[src/rtl/memory_load_store_unit.sv]
// memory_load_store_unit
// Bridges the RV32 core's load/store path onto four byte-wide block memories
// used as byte lanes 0..3 of an 8 KiB data memory (port A of each memory).
// One request is handled at a time: IDLE -> (ACCESS -> (CAPTURE) ->) RESPOND.
// Stores write in ACCESS; loads read in ACCESS, the memories' registered
// output is extracted and extended in CAPTURE, and RESPOND holds the result
// until the consumer takes it.

module memory_load_store_unit #(
  parameter logic [31:0] base_address = 32'h0000_0000
) (
  input  logic        clk,
  input  logic        reset,
  input  logic        request_valid,
  output logic        request_ready,
  input  logic [31:0] request_address,
  input  logic        request_is_store,
  input  logic [2:0]  request_funct3,
  input  logic [31:0] request_store_data,
  output logic        response_valid,
  input  logic        response_ready,
  output logic [31:0] response_load_data,
  output logic        response_error,
  output logic [10:0] bank_address,
  output logic [3:0]  bank_write_enable,
  output logic [31:0] bank_write_data,
  input  logic [31:0] bank_read_data
);

  typedef enum logic [1:0] {
    ST_IDLE    = 2'd0,
    ST_ACCESS  = 2'd1,
    ST_CAPTURE = 2'd2,
    ST_RESPOND = 2'd3
  } state_t;

  // funct3 encodings
  localparam logic [2:0] F3_B  = 3'b000;
  localparam logic [2:0] F3_H  = 3'b001;
  localparam logic [2:0] F3_W  = 3'b010;
  localparam logic [2:0] F3_BU = 3'b100;
  localparam logic [2:0] F3_HU = 3'b101;

  state_t      state_q, state_d;
  logic [1:0]  offset_q, offset_d;
  logic [2:0]  funct3_q, funct3_d;
  logic        is_store_q, is_store_d;
  logic [10:0] bank_address_q, bank_address_d;
  logic [3:0]  lane_enable_q, lane_enable_d;
  logic [31:0] write_data_q, write_data_d;
  logic [31:0] load_data_q, load_data_d;
  logic        error_q, error_d;

  // Request decode results (combinational, from the live request inputs)
  logic        funct3_illegal_s;
  logic        misaligned_s;
  logic        out_of_range_s;
  logic        request_error_s;
  logic [3:0]  request_lanes_s;
  logic [31:0] request_wdata_s;

  // Load extraction results (from the registered request and bank_read_data)
  logic [31:0] shifted_read_s;
  logic [31:0] extended_read_s;

  // Classify the incoming request: illegal funct3, misalignment, range
  always_comb begin
    funct3_illegal_s = 1'b0;
    misaligned_s     = 1'b0;
    case (request_funct3)
      F3_B: begin
        funct3_illegal_s = 1'b0;
        misaligned_s     = 1'b0;
      end
      F3_H: begin
        funct3_illegal_s = 1'b0;
        misaligned_s     = request_address[0];
      end
      F3_W: begin
        funct3_illegal_s = 1'b0;
        misaligned_s     = (request_address[1:0] != 2'b00);
      end
      F3_BU: begin
        // Unsigned byte exists only as a load
        funct3_illegal_s = request_is_store;
        misaligned_s     = 1'b0;
      end
      F3_HU: begin
        funct3_illegal_s = request_is_store;
        misaligned_s     = request_address[0];
      end
      default: begin
        funct3_illegal_s = 1'b1;
        misaligned_s     = 1'b0;
      end
    endcase
    out_of_range_s  = (request_address[31:13] != base_address[31:13]);
    request_error_s = funct3_illegal_s | misaligned_s | out_of_range_s;
  end

  // Store lane enables and lane-replicated store data for the incoming request
  always_comb begin
    request_lanes_s = 4'b0000;
    request_wdata_s = request_store_data;
    case (request_funct3[1:0])
      2'b00: begin
        request_lanes_s = 4'b0001 << request_address[1:0];
        request_wdata_s = {4{request_store_data[7:0]}};
      end
      2'b01: begin
        request_lanes_s = request_address[1] ? 4'b1100 : 4'b0011;
        request_wdata_s = {2{request_store_data[15:0]}};
      end
      2'b10: begin
        request_lanes_s = 4'b1111;
        request_wdata_s = request_store_data;
      end
      default: begin
        request_lanes_s = 4'b0000;
        request_wdata_s = request_store_data;
      end
    endcase
  end

  // Align the read word to the addressed byte and sign/zero-extend
  always_comb begin
    shifted_read_s  = bank_read_data >> {offset_q, 3'b000};
    extended_read_s = shifted_read_s;
    case (funct3_q)
      F3_B:    extended_read_s = {{24{shifted_read_s[7]}}, shifted_read_s[7:0]};
      F3_BU:   extended_read_s = {24'h00_0000, shifted_read_s[7:0]};
      F3_H:    extended_read_s = {{16{shifted_read_s[15]}}, shifted_read_s[15:0]};
      F3_HU:   extended_read_s = {16'h0000, shifted_read_s[15:0]};
      default: extended_read_s = shifted_read_s;
    endcase
  end

  // Next-state and datapath register updates for the request FSM
  always_comb begin
    state_d        = state_q;
    offset_d       = offset_q;
    funct3_d       = funct3_q;
    is_store_d     = is_store_q;
    bank_address_d = bank_address_q;
    lane_enable_d  = lane_enable_q;
    write_data_d   = write_data_q;
    load_data_d    = load_data_q;
    error_d        = error_q;
    case (state_q)
      ST_IDLE: begin
        if (request_valid) begin
          offset_d    = request_address[1:0];
          funct3_d    = request_funct3;
          is_store_d  = request_is_store;
          error_d     = request_error_s;
          load_data_d = 32'h0000_0000;
          if (request_error_s) begin
            // bank_address keeps its previous value; nothing is written
            lane_enable_d = 4'b0000;
            state_d       = ST_RESPOND;
          end else begin
            bank_address_d = request_address[12:2];
            lane_enable_d  = request_is_store ? request_lanes_s : 4'b0000;
            write_data_d   = request_wdata_s;
            state_d        = ST_ACCESS;
          end
        end else begin
          state_d = ST_IDLE;
        end
      end
      ST_ACCESS: begin
        lane_enable_d = 4'b0000;
        if (is_store_q) begin
          state_d = ST_RESPOND;
        end else begin
          state_d = ST_CAPTURE;
        end
      end
      ST_CAPTURE: begin
        // The memories' registered output holds the word read during ACCESS
        load_data_d = extended_read_s;
        state_d     = ST_RESPOND;
      end
      ST_RESPOND: begin
        if (response_ready) begin
          state_d = ST_IDLE;
        end else begin
          state_d = ST_RESPOND;
        end
      end
      default: begin
        state_d = ST_IDLE;
      end
    endcase
  end

  // State and datapath registers with synchronous reset
  always_ff @(posedge clk) begin
    if (reset) begin
      state_q        <= ST_IDLE;
      offset_q       <= 2'b00;
      funct3_q       <= 3'b000;
      is_store_q     <= 1'b0;
      bank_address_q <= 11'h000;
      lane_enable_q  <= 4'b0000;
      write_data_q   <= 32'h0000_0000;
      load_data_q    <= 32'h0000_0000;
      error_q        <= 1'b0;
    end else begin
      state_q        <= state_d;
      offset_q       <= offset_d;
      funct3_q       <= funct3_d;
      is_store_q     <= is_store_d;
      bank_address_q <= bank_address_d;
      lane_enable_q  <= lane_enable_d;
      write_data_q   <= write_data_d;
      load_data_q    <= load_data_d;
      error_q        <= error_d;
    end
  end

  assign request_ready      = (state_q == ST_IDLE);
  assign response_valid     = (state_q == ST_RESPOND);
  assign response_load_data = load_data_q;
  assign response_error     = error_q;
  assign bank_address       = bank_address_q;
  assign bank_write_data    = write_data_q;
  // Reset gates the enables directly so a store caught by reset never writes
  assign bank_write_enable  = ((state_q == ST_ACCESS) && !reset) ? lane_enable_q : 4'b0000;

endmodule

[config.mk]
export PLATFORM = sky130hd
export DESIGN_NAME = memory_load_store_unit
export DESIGN_NICKNAME = d
export VERILOG_FILES = /design/src/rtl/memory_load_store_unit.sv
export SDC_FILE = /design/constraint.sdc
export NUM_CORES = 1
export LEC_CHECK = 0
export CORE_UTILIZATION = 43
export DETAILED_ROUTE_END_ITERATION = 12
export PLACE_DENSITY = 0.88
export SYNTH_ARGS = -nofsm -noshare
export SYNTH_HDL_FRONTEND = slang
export SYNTH_SLANG_ARGS = --single-unit
[constraint.sdc]
create_clock -name clk -period 2.8 [get_ports clk]
set_clock_uncertainty 0.05 [all_clocks]
set_input_delay 0.7 -clock clk [delete_from_list [all_inputs] [get_ports clk]]
set_output_delay 0.7 -clock clk [all_outputs]
set_load 0.005 [all_outputs]
# [After elaboration in Yosys (flattened, before gate mapping)]
# Cells that the tools add are included.
[classes] reduce_logical=17 muxes=18 eq_ne=13 n_lt_le_gt_ge=0 addsub=0 n_bitwise=3 multipliers=0 shift=2 div=0
[ops] operator="$pmux 32 s2" n=2
[ops] operator="$pmux 32 s4" n=1
[ops] operator="$mux 32" n=1
[ops] operator="$shr 32x5->32" n=1
[ops] operator="$mux 4" n=5
[ops] operator="$reduce_bool 19->1" n=1
[ops] operator="$eq 3x3->1 const B" n=4
[ops] operator="$pmux 4 s3" n=1
[ops] operator="$pmux 2 s4" n=1
[ops] operator="$pmux 4 s2" n=1
[ops] operator="$eq 2x2->1 const B" n=3
[ops] operator="$eq 3x1->1 const B" n=2
[ops] operator="$logic_not 3->1" n=2
[ops] operator="$mux 2" n=3
[ops] operator="$reduce_and 2->1" n=3
[ops] operator="$reduce_bool 2->1" n=3
[ops] operator="$eq 2x1->1 const B" n=2
[ops] operator="$logic_not 2->1" n=2
[ops] operator="$pmux 1 s2" n=2
[ops] operator="$reduce_or 2->1" n=2
[ops] operator="$shl 1x2->4 const A" n=1
[ops] operator="$eq 3x2->1 const B" n=1
[ops] operator="$reduce_and 3->1" n=1
[ops] operator="$reduce_or 3->1" n=1
[ops] operator="other kinds (6)" n=7
[totals] mem_bits_ro=0 latchBits=0 elab_cells=62 out_inout_bits=82 regBits=88 input_bits=104 mem_count=0 ramBits=0

# [Depth between registers and ports, before layout]
# Gate-level depths: netlist (run 1).
[depth] ltp_word=8 mapped_depth=7 ltp_nobuf=4

# [Worst setup path after synthesis (run 1)]
# OpenSTA, ideal clock, no wires.
[synth_path] kind="input to register" start="in request_address[16]" end="reg write_data_q[29], in the netlist bank_write_data[29]" setup_ns=0.123 required_time_ns=2.627 stages=5 arrival_ns=2.054 slack_ns=0.573 n_path_buf=1 path_cell_list="nor4_1 -> o211ai_2 -> nor3_4 -> buf_6 -> mux2_1"
[synth_via] elab_chain_len=4
[synth_rtl] item="from (decl)" line="16" text="input logic [31:0] request_address,"
[synth_rtl] item="$reduce_bool 19->1" line="97" text="out_of_range_s = (request_address[31:13] != base_address[31:13]);"
[synth_rtl] item="$or 1x1->1" line="98" text="request_error_s = funct3_illegal_s | misaligned_s | out_of_range_s;"
[synth_rtl] item="$not 1->1 (no line)"
[synth_rtl] item="$reduce_and 3->1 (no line)"
[synth_rtl] item="to (signal assigned)" line="216" text="write_data_q <= write_data_d;"
[synth_rtl] item="to (decl)" line="50" text="logic [31:0] write_data_q, write_data_d;"
# No other way between the ends.
# A chain may end at the register's enable or synchronous reset.

# [Final worst setup path (run 1)]
[layout_path] start="reg state_q[0]" end="out bank_write_enable[0]"
[layout_via] elab_chain_len=3
[layout_rtl] item="from (decl)" line="44" text="state_t state_q, state_d;"
[layout_rtl] item="from (signal assigned)" line="210" text="state_q <= state_d;"
[layout_rtl] item="$eq 2x1->1" line="229" text="assign bank_write_enable = ((state_q == ST_ACCESS) && !reset) ? lane_enable_q : 4'b0000;"
[layout_rtl] item="$logic_and 1x1->1" line="229"
[layout_rtl] item="$mux 4" line="229"
[layout_rtl] item="to (decl)" line="25" text="output logic [3:0] bank_write_enable,"
# No other way between the ends.

==> metrics.yaml, run 1 <==
sta:
  slew_violations: 0
  tightest_slew_ns: 1.06
  layout_worst_path_cycle_share_pct: 95.5
  fin_ws_ns: 0.126
  rsz0062_at_grt: "false"
  fin_setup_tns_ns: 0
  finalHoldViolations: 0
  period_minus_slack_ns: 2.67
  setup_violations: 0
  fmaxAchievable_ghz: 0.374
  max_slew_margin_pct: 28.8
finish:
  n_antenna_cell: 0
  regArea_sq_um: 1760
  fillerInstances: 771
  drive_gt1_share_pct: 9.90
  nNetsFinal: 777
  syn2layout_area_growth_pct: 50.9
  multiInputGateArea_sq_um: 2420
setup_path:
  worst_setup_path_end_kind: "output pin"
  path_class: "reg2out"
  rrSetupSlack_ns: 0.60
  r2r-start: "state_q[0]"
  cp_max_fo: 9
  cp.arrival_ns: 1.92
  r2r-end: "response_load_data[17]"
  required_ns: 2.05
  start_kind: "flip-flop"
  cp-startpoint: "state_q[0]"
  ff2ff_path_depth: 5
hold_path:
  hp-class: "reg2reg"
  min_path_cells: 2
  holdPathEnd: "is_store_q"
  min-delay-start: "is_store_q"
placed_design:
  dp_slack_ns: 0.0625
  io_buffers: 185
  globalplace.congestion: 0.919
  dp_hpwl_mm: 10.7
pwr:
  power_switching_mw: 0.761
  p_leak_nw: 2.28
  combPwrFrac_pct: 19.5
  internal-power_mw: 2.30
  power_frac_seq_pct: 43.8
  p_clk_share_pct: 36.7
  p_per_area_nw_per_um2: 460
  max-vdd-ir-drop_mv: 0.255
  switching_share_pct: 24.8
clock_network:
  cts_max_path_buffers: 2
  cts_setup_buffers: 0
  htreeDepth: 3
  cts_buffers: 9
  cts_tree: "yes"
  cts_sinks: 88
  clkTransAtPathRegs_ns: 0.09
  clk_latency_ns: 0.35
  root_buffer: "clkbuf_8"
yosys:
  syn_inst: 509
  yosysTopAreaCell: "dfxtp_1"
  synth_cell_type_count: 45
  yosysWarnings: 0
  syn_area_sq_um: 4420
  synth_area_per_cell_sq_um: 8.68
  syn_nets: 613
  ys_seq_elements: 88
  yosysTopAreaCellShare_pct: 39.9
  synth-seq-area-share_pct: 39.9
  synthTopCellsByArea: "dfxtp_1 40%, a21oi_1 7.4%, mux2i_1 5.7%"
detailed_routing:
  postRouteWirelength_mm: 14.9
  route.detailed.drc: 0
  route.vias.total: 4811
  ant_nets: 0
  wl_per_cell_microns: 18.4
  avgViaCountPerCell: 5.94
  drtIter0Drc: 279
  firstDrtPassIters: 5
die:
  initial_core_util_pct: 44.8
  io_pins: 186
  core-area_sq_um: 9860
  die_h_microns: 103
  fp.dieW_microns: 103
  die_area_sq_um: 10700
  rows: 36
grt:
  antenna_found_initial: 0
  grt_pass1_wl_mm: 22.8
  grt_remaining_overflow: 0
  grt_pass1_vias: 4613
  grt_max_degree: 97
  track_usage_pct: 27.5
status:
  outcome: "complete, no violations"
flow_run:
  max_cap_violations: 0
registers in the layout, indices dropped and copies added, names as in the netlist:
name and cells:
bank_address 11, bank_write_data 32, funct3_q 3, is_store_q 1, lane_enable_q 4, offset_q 2
response_error 1, response_load_data 32, state_q 2
per-stage QoR:
step                      util [%]  cell area (sq um)  cells  total power, mW  hold WS [ns]
after global routing          67.6               6670    810             3.18         0.445
after floorplan                  -               4420    509             1.62         0.377
final                         67.6               6670    810             3.06         0.411
after global placement        65.0               6410    795             1.94         0.397
after CTS                     67.6               6670    810             3.07         0.413
after detailed placement      65.0               6410    795             1.96         0.401
per-layer routing:
layer	track usage [%]	share of wire [%]	vias to the layer above
met5	0	0	-
met4	12.5	3.5	0
met3	5.31	8.2	46
met2	47.0	48	263
met1	33.4	40	2249
li1	-	-	2253
Yosys cell counts (all sizes together):
cell type,n
nor4bb,1
a21o,2
mux2,24
nand2,44
a31oi,16
o2111ai,3
and2,5
o2bb2ai,8
or2,1
nand4,21
o31ai,19
a211oi,8
nor2b,11
clkinv,2
dfxtp,88
nor3,12
nand3b,1
nor4,6
nand3,16
o211ai,10
nor2,5
nor3b,2
nand2b,1
o21ai,27
buf,19
a21boi,1
a21oi,65
mux4,2
o211a,1
inv,2
clkbuf,35
a22oi,16
mux2i,25
a311oi,8
and3,1
and4,1
how the worst max path moves through the flow:
| stage | end | slack [ns] | depth (start not counted) |
|---|---|---|---|
| final | bank_write_enable[0] | 0.13 | 3 |
| after global placement | bank_write_data[27] | 0.09 | 7 |
| after CTS | bank_write_enable[0] | 0.13 | 3 |
| after global routing | bank_write_enable[0] | 0.03 | 3 |
| after detailed placement | bank_write_data[24] | 0.06 | 7 |
| after floorplan | bank_write_data[29] | 0.57 | 5 |
critical path, cell delays in order (launching register included):
cell and delay, ns:
dfxtp_1 0.53, nor3b_2 0.34, and2_1 0.18, clkdlybuf4s50_1 0.52
timing repair:
| action | CTS | global route |
|---|---|---|
| resized for setup | 1 | 0 |
| hold buffers | 0 | 0 |
| setup endpoints to repair | 1 | 0 |
power groups by stage:
stage	sequential [mW]	combinational [mW]	clock [mW]
floorplan	1.36	0.265	0
global placement	1.37	0.575	0
detailed placement	1.37	0.588	0
CTS	1.34	0.592	1.14
global route	1.35	0.644	1.19
finish	1.34	0.597	1.12
cell usage in the layout (no fill, tap or decap), types with 11 or more instances in the layout:
cell / n
clkdlybuf4s50_1: 184
o31ai_1: 19
nor3_1: 11
a31oi_1: 16
mux2_2: 21
nor2b_1: 11
mux2i_1: 25
nand3_1: 16
o21ai_0: 26
nand4_1: 21
dfxtp_1: 88
buf_4: 19
a21oi_1: 65
nand2_1: 44
a22oi_1: 16
cell type report:
type | instances | share of cell area, %
Timing Repair Buffer | 207 | 30.7
Clock buffer | 10 | 1.91
Tap cell | 133 | 2.50
Multi-Input combinational cell | 363 | 36.3
Sequential cell | 88 | 26.4
Clock inverter | 5 | 1.93
Inverter | 4 | 0.225
logic make-up after synthesis:
| group | Yosys count | share of synthesized area, % |
|---|---|---|
| AND/OR/NAND/NOR | 128 | 15.3 |
| AO/OA/AOI/OAI | 184 | 26.4 |
| buffers and inverters | 58 | 5.63 |
| multiplexers | 51 | 12.8 |
| flip-flops | 88 | 39.9 |
Power figures use the tool's default switching activity.
==> inputs of run 2 (changes only) <==
--- a/config.mk
+++ b/config.mk
@@ -5,9 +5,10 @@
 export SDC_FILE = /design/constraint.sdc
 export NUM_CORES = 1
 export LEC_CHECK = 0
-export CORE_UTILIZATION = 43
+export CORE_UTILIZATION = 44
+export CTS_BUF_LIST = sky130_fd_sc_hd__clkbuf_8
 export DETAILED_ROUTE_END_ITERATION = 12
-export PLACE_DENSITY = 0.88
+export PLACE_DENSITY = 0.89
 export SYNTH_ARGS = -nofsm -noshare
 export SYNTH_HDL_FRONTEND = slang
 export SYNTH_SLANG_ARGS = --single-unit
==> metrics.yaml, run 2 (synthesized netlist as in run 1, its figures left out) <==
pwr:
  p_per_area_nw_per_um2: 449
  switching_share_pct: 25.9
  power_frac_seq_pct: 45.1
  max-vdd-ir-drop_mv: 0.290
  p_leak_nw: 2.27
  combPwrFrac_pct: 20.0
  internal-power_mw: 2.21
  finalPower_mw: 2.98
  p_clk_share_pct: 34.9
  power_switching_mw: 0.772
clock_network:
  cts_sinks: 88
  cts_tree: "yes"
  cts_resized: 0
  cts_buffers: 9
  cts_max_path_buffers: 2
  root_buffer: "clkbuf_8"
  clk_latency_ns: 0.35
  htreeDepth: 3
  clkTransAtPathRegs_ns: 0.09
  cts_hold_buf: 0
  cts_setup_buffers: 0
sta:
  tightest_slew_ns: 1.06
  finalHoldViolations: 0
  rsz0062_at_grt: "false"
  fin_setup_tns_ns: 0
  slew_violations: 0
  max_slew_margin_pct: 29.4
  setup_violations: 0
  layout_worst_path_cycle_share_pct: 92.1
  fmaxAchievable_ghz: 0.388
  period_minus_slack_ns: 2.58
finish:
  fillerInstances: 790
  nNetsFinal: 777
  final_util_pct: 67.9
  regArea_sq_um: 1760
  final_cells: 810
  drive_gt1_share_pct: 9.75
  multiInputGateArea_sq_um: 2410
  final_common_cell: "clkdlybuf4s50_1"
  n_antenna_cell: 0
  fin_area_sq_um: 6640
  syn2layout_area_growth_pct: 50.3
  final_cell_mix: "184 x clkdlybuf4s50_1, 88 x dfxtp_1, 65 x a21oi_1"
setup_path:
  r2r-end: "response_load_data[10]"
  cp_max_fo: 4
  r2r-start: "offset_q[1]"
  rrSetupSlack_ns: 0.63
  ff2ff_path_depth: 4
  worst_setup_path_end_kind: "output pin"
  required_ns: 2.05
  start_kind: "input port"
  path_class: "in2out"
  cp-startpoint: "reset"
  cp.arrival_ns: 1.83
placed_design:
  io_buffers: 185
  dp.cells: 795
  globalplace.congestion: 0.888
  dp_hpwl_mm: 10.6
  post_dp_cell_area_sq_um: 6410
die:
  die_area_sq_um: 10400
  initial_core_util_pct: 45.2
  rows: 36
  die_h_microns: 102
  io_pins: 186
  core-area_sq_um: 9770
  fp.dieW_microns: 102
detailed_routing:
  route.detailed.drc: 0
  postRouteWirelength_mm: 15.0
  ant_nets: 0
  wl_per_cell_microns: 18.5
  route.vias.total: 4825
  avgViaCountPerCell: 5.96
  drtIter0Drc: 264
  firstDrtPassIters: 5
grt:
  antenna_found_initial: 0
  grt_max_degree: 97
  grt_pass1_vias: 4634
  grt_pass1_wl_mm: 23.0
  track_usage_pct: 28.2
  grt_remaining_overflow: 0
flow_run:
  max_cap_violations: 0
hold_path:
  hp-class: "reg2reg"
  min_path_cells: 2
  min-delay-start: "lane_enable_q[3]"
  holdPathEnd: "lane_enable_q[3]"
status:
  outcome: "complete, no violations"
run 2: changes by cell type in the layout (fill, tap and decap cells not counted), sizes merged:
| cell | previous run | this run |
|---|---|---|
| bufinv | 4 | 3 |
| clkbuf | 10 | 9 |
| clkinv | 2 | 3 |
| clkinvlp | 0 | 1 |
run 2: layout make-up:
type / count / area share (%)
flip-flops and latches: 88 / 26.5
repair buffers: 207 / 30.9
clock inverters: 6 / 1.66
well taps: 133 / 2.51
clock buffers: 9 / 1.87
inverters: 4 / 0.226
multi-input cells: 363 / 36.4
run 2: per-stage QoR:
step / hold slack (ns) / worst slack (ns)
after global routing: 0.443 / 0.158
after CTS: 0.412 / 0.237
after floorplan: 0.377 / 0.573
final: 0.410 / 0.222
after global placement: 0.392 / 0.0988
after detailed placement: 0.401 / 0.0873
run 2: critical path, stage by stage:
cell	delay, ns
buf_2	0.13
nor3b_1	0.19
buf_4	0.15
and2_1	0.15
clkdlybuf4s50_1	0.51
run 2: worst max-delay path by stage:
| stage | endpoint | slack, ns | depth (start not counted) |
|---|---|---|---|
| 3_3_place_gp | bank_write_data[25] | 0.1 | 7 |
| 4_1_cts | bank_write_enable[3] | 0.24 | 5 |
| 2_1_floorplan | bank_write_data[29] | 0.57 | 5 |
| 6_report | bank_write_enable[3] | 0.22 | 5 |
| 5_1_grt | bank_write_enable[3] | 0.16 | 4 |
| 3_5_place_dp | bank_write_data[27] | 0.09 | 7 |
run 2: power by group through the flow:
stage / sequential [mW] / combinational [mW] / clock, mW
detailed placement: 1.37 / 0.587 / 0
global route: 1.35 / 0.642 / 1.11
floorplan: 1.36 / 0.265 / 0
CTS: 1.34 / 0.591 / 1.05
finish: 1.34 / 0.596 / 1.04
global placement: 1.37 / 0.574 / 0
run 2: metal layers:
| metal | vias up | routed length [microns] | track usage, % |
|---|---|---|---|
| met3 | 30 | 1290 | 5.68 |
| li1 | 2245 | - | - |
| met1 | 2289 | 5800 | 34.8 |
| met4 | 0 | 308 | 10.0 |
| met5 | - | 0 | 0 |
| met2 | 261 | 7560 | 48.7 |
==> inputs of run 3 (changes only) <==
--- a/config.mk
+++ b/config.mk
@@ -9,6 +9,7 @@
 export CTS_BUF_LIST = sky130_fd_sc_hd__clkbuf_8
 export DETAILED_ROUTE_END_ITERATION = 12
 export PLACE_DENSITY = 0.89
+export SKIP_CTS_REPAIR_TIMING = 1
 export SYNTH_ARGS = -nofsm -noshare
 export SYNTH_HDL_FRONTEND = slang
 export SYNTH_SLANG_ARGS = --single-unit
==> constraint.sdc (replaced) <==
create_clock -name clk -period 2.9 [get_ports clk]
set_clock_uncertainty 0.05 [all_clocks]
set_input_delay 0.725 -clock clk [delete_from_list [all_inputs] [get_ports clk]]
set_output_delay 0.725 -clock clk [all_outputs]
set_load 0.005 [all_outputs]
==> metrics.yaml, run 3 (synthesized netlist as in run 1, its figures left out) <==
status:
  outcome: "complete, no violations"
sta:
  setup_violations: 0
  layout_worst_path_cycle_share_pct: 93.8
  slew_violations: 0
  fmaxAchievable_ghz: 0.368
  fin_setup_tns_ns: 0
  tightest_slew_ns: 1.08
  period_minus_slack_ns: 2.72
  hold_ws_ns: 0.416
  finalHoldViolations: 0
  rsz0062_at_grt: "false"
  max_slew_margin_pct: 27.4
setup_path:
  cpMaxStageDelayCell: "clkdlybuf4s50_1"
  path_buf_inv: 2
  cp_max_fo: 4
  path_class: "in2out"
  worst_setup_path_end_kind: "output pin"
  required_ns: 2.12
  cp.arrival_ns: 1.94
  start_kind: "input port"
  crit_family: "buffers and inverters"
  crit_chain: "buf_2 > nor3b_1 > and2_1 > clkdlybuf4s50_1"
  max_stage_delay_ns: 0.50
finish:
  final_common_cell: "clkdlybuf4s50_1"
  nNetsFinal: 775
  final_util_pct: 67.7
  syn2layout_area_growth_pct: 49.7
  n_antenna_cell: 0
  fillerInstances: 814
  final_cell_mix: "184 x clkdlybuf4s50_1, 88 x dfxtp_1, 65 x a21oi_1"
  drive_gt1_share_pct: 9.62
die:
  initial_core_util_pct: 45.2
  fp.dieW_microns: 102
  rows: 36
  die_h_microns: 102
  io_pins: 186
  die_area_sq_um: 10400
  core-area_sq_um: 9770
pwr:
  p_clk_share_pct: 34.9
  p_per_area_nw_per_um2: 436
  max-vdd-ir-drop_mv: 0.253
  switching_share_pct: 26.1
  power_frac_seq_pct: 45.0
  p_leak_nw: 2.26
  power_switching_mw: 0.751
  internal-power_mw: 2.13
  combPwrFrac_pct: 20.0
clock_network:
  root_buffer: "clkbuf_8"
  cts_buffers: 9
  clkTransAtPathRegs_ns: 0.09
  clk_latency_ns: 0.35
  cts_sinks: 88
  cts_tree: "yes"
  cts_max_path_buffers: 2
  htreeDepth: 3
detailed_routing:
  postRouteWirelength_mm: 15.2
  avgViaCountPerCell: 5.93
  wl_per_cell_microns: 18.8
  route.detailed.drc: 0
  route.vias.total: 4798
  ant_nets: 0
  drtIter0Drc: 330
  firstDrtPassIters: 5
grt:
  track_usage_pct: 28.6
  grt_remaining_overflow: 0
  grt_max_degree: 97
  antenna_found_initial: 0
  grt_pass1_wl_mm: 22.9
  grt_pass1_vias: 4590
placed_design:
  globalplace.congestion: 0.914
  io_buffers: 185
  dp_hpwl_mm: 10.8
flow_run:
  max_cap_violations: 0
hold_path:
  hp-class: "reg2reg"
-- run 3: cell count changes in the layout (fill, tap and decap cells not counted), sizes merged --
cell	previous run	this run
clkinv	3	4
buf	23	21
-- run 3: path summary, 6_finish.rpt --
kind	cells after the start	slack, ns	startpoint	endpoint
worst max-delay path	4	0.18	reset	bank_write_enable[1]
worst min register to register	2	0.42	is_store_q	is_store_q
worst min-delay path	2	0.42	is_store_q	is_store_q
worst max register to register	4	0.64	offset_q[1]	response_load_data[14]
-- run 3: layout make-up --
| type | count | area (sq um) | share of cell area [%] |
|---|---|---|---|
| clock buffers | 9 | 124 | 1.87 |
| clock inverters | 7 | 111 | 1.68 |
| inverters | 4 | 15.0 | 0.227 |
| multi-input cells | 363 | 2410 | 36.5 |
| flip-flops and latches | 88 | 1760 | 26.6 |
| well taps | 133 | 166 | 2.52 |
| repair buffers | 205 | 2020 | 30.6 |
-- run 3: worst min-delay path, cell delays in order, from the launching register on --
cell	delay (ns)
dfxtp_1	0.32
nand2_1	0.05
a21oi_1	0.05
-- run 3: metal layers --
layer | vias to the layer above | share of wire [%] | GRT usage [%] | wire [microns]
met5 | - | 0 | 0 | 0
met4 | 0 | 2.4 | 12.9 | 358
met2 | 237 | 50 | 48.5 | 7640
met1 | 2288 | 39 | 34.3 | 5970
met3 | 33 | 8.2 | 7.11 | 1250
li1 | 2240 | - | - | -
-- run 3: power groups by stage --
stage	sequential [mW]	clock [mW]	combinational, mW
2_1_floorplan	1.31	0	0.256
3_3_place_gp	1.32	0	0.551
3_5_place_dp	1.33	0	0.567
4_1_cts	1.30	1.02	0.572
5_1_grt	1.30	1.07	0.621
6_report	1.30	1.01	0.577
-- run 3: through the flow --
stage	instances	setup WS [ns]	area (sq um)	power, mW
2_1_floorplan	509	0.648	4420	1.57
3_3_place_gp	793	0.204	6380	1.88
3_5_place_dp	793	0.164	6380	1.89
4_1_cts	809	0.174	6620	2.89
5_1_grt	809	0.0900	6620	2.99
6_report	809	0.180	6620	2.88
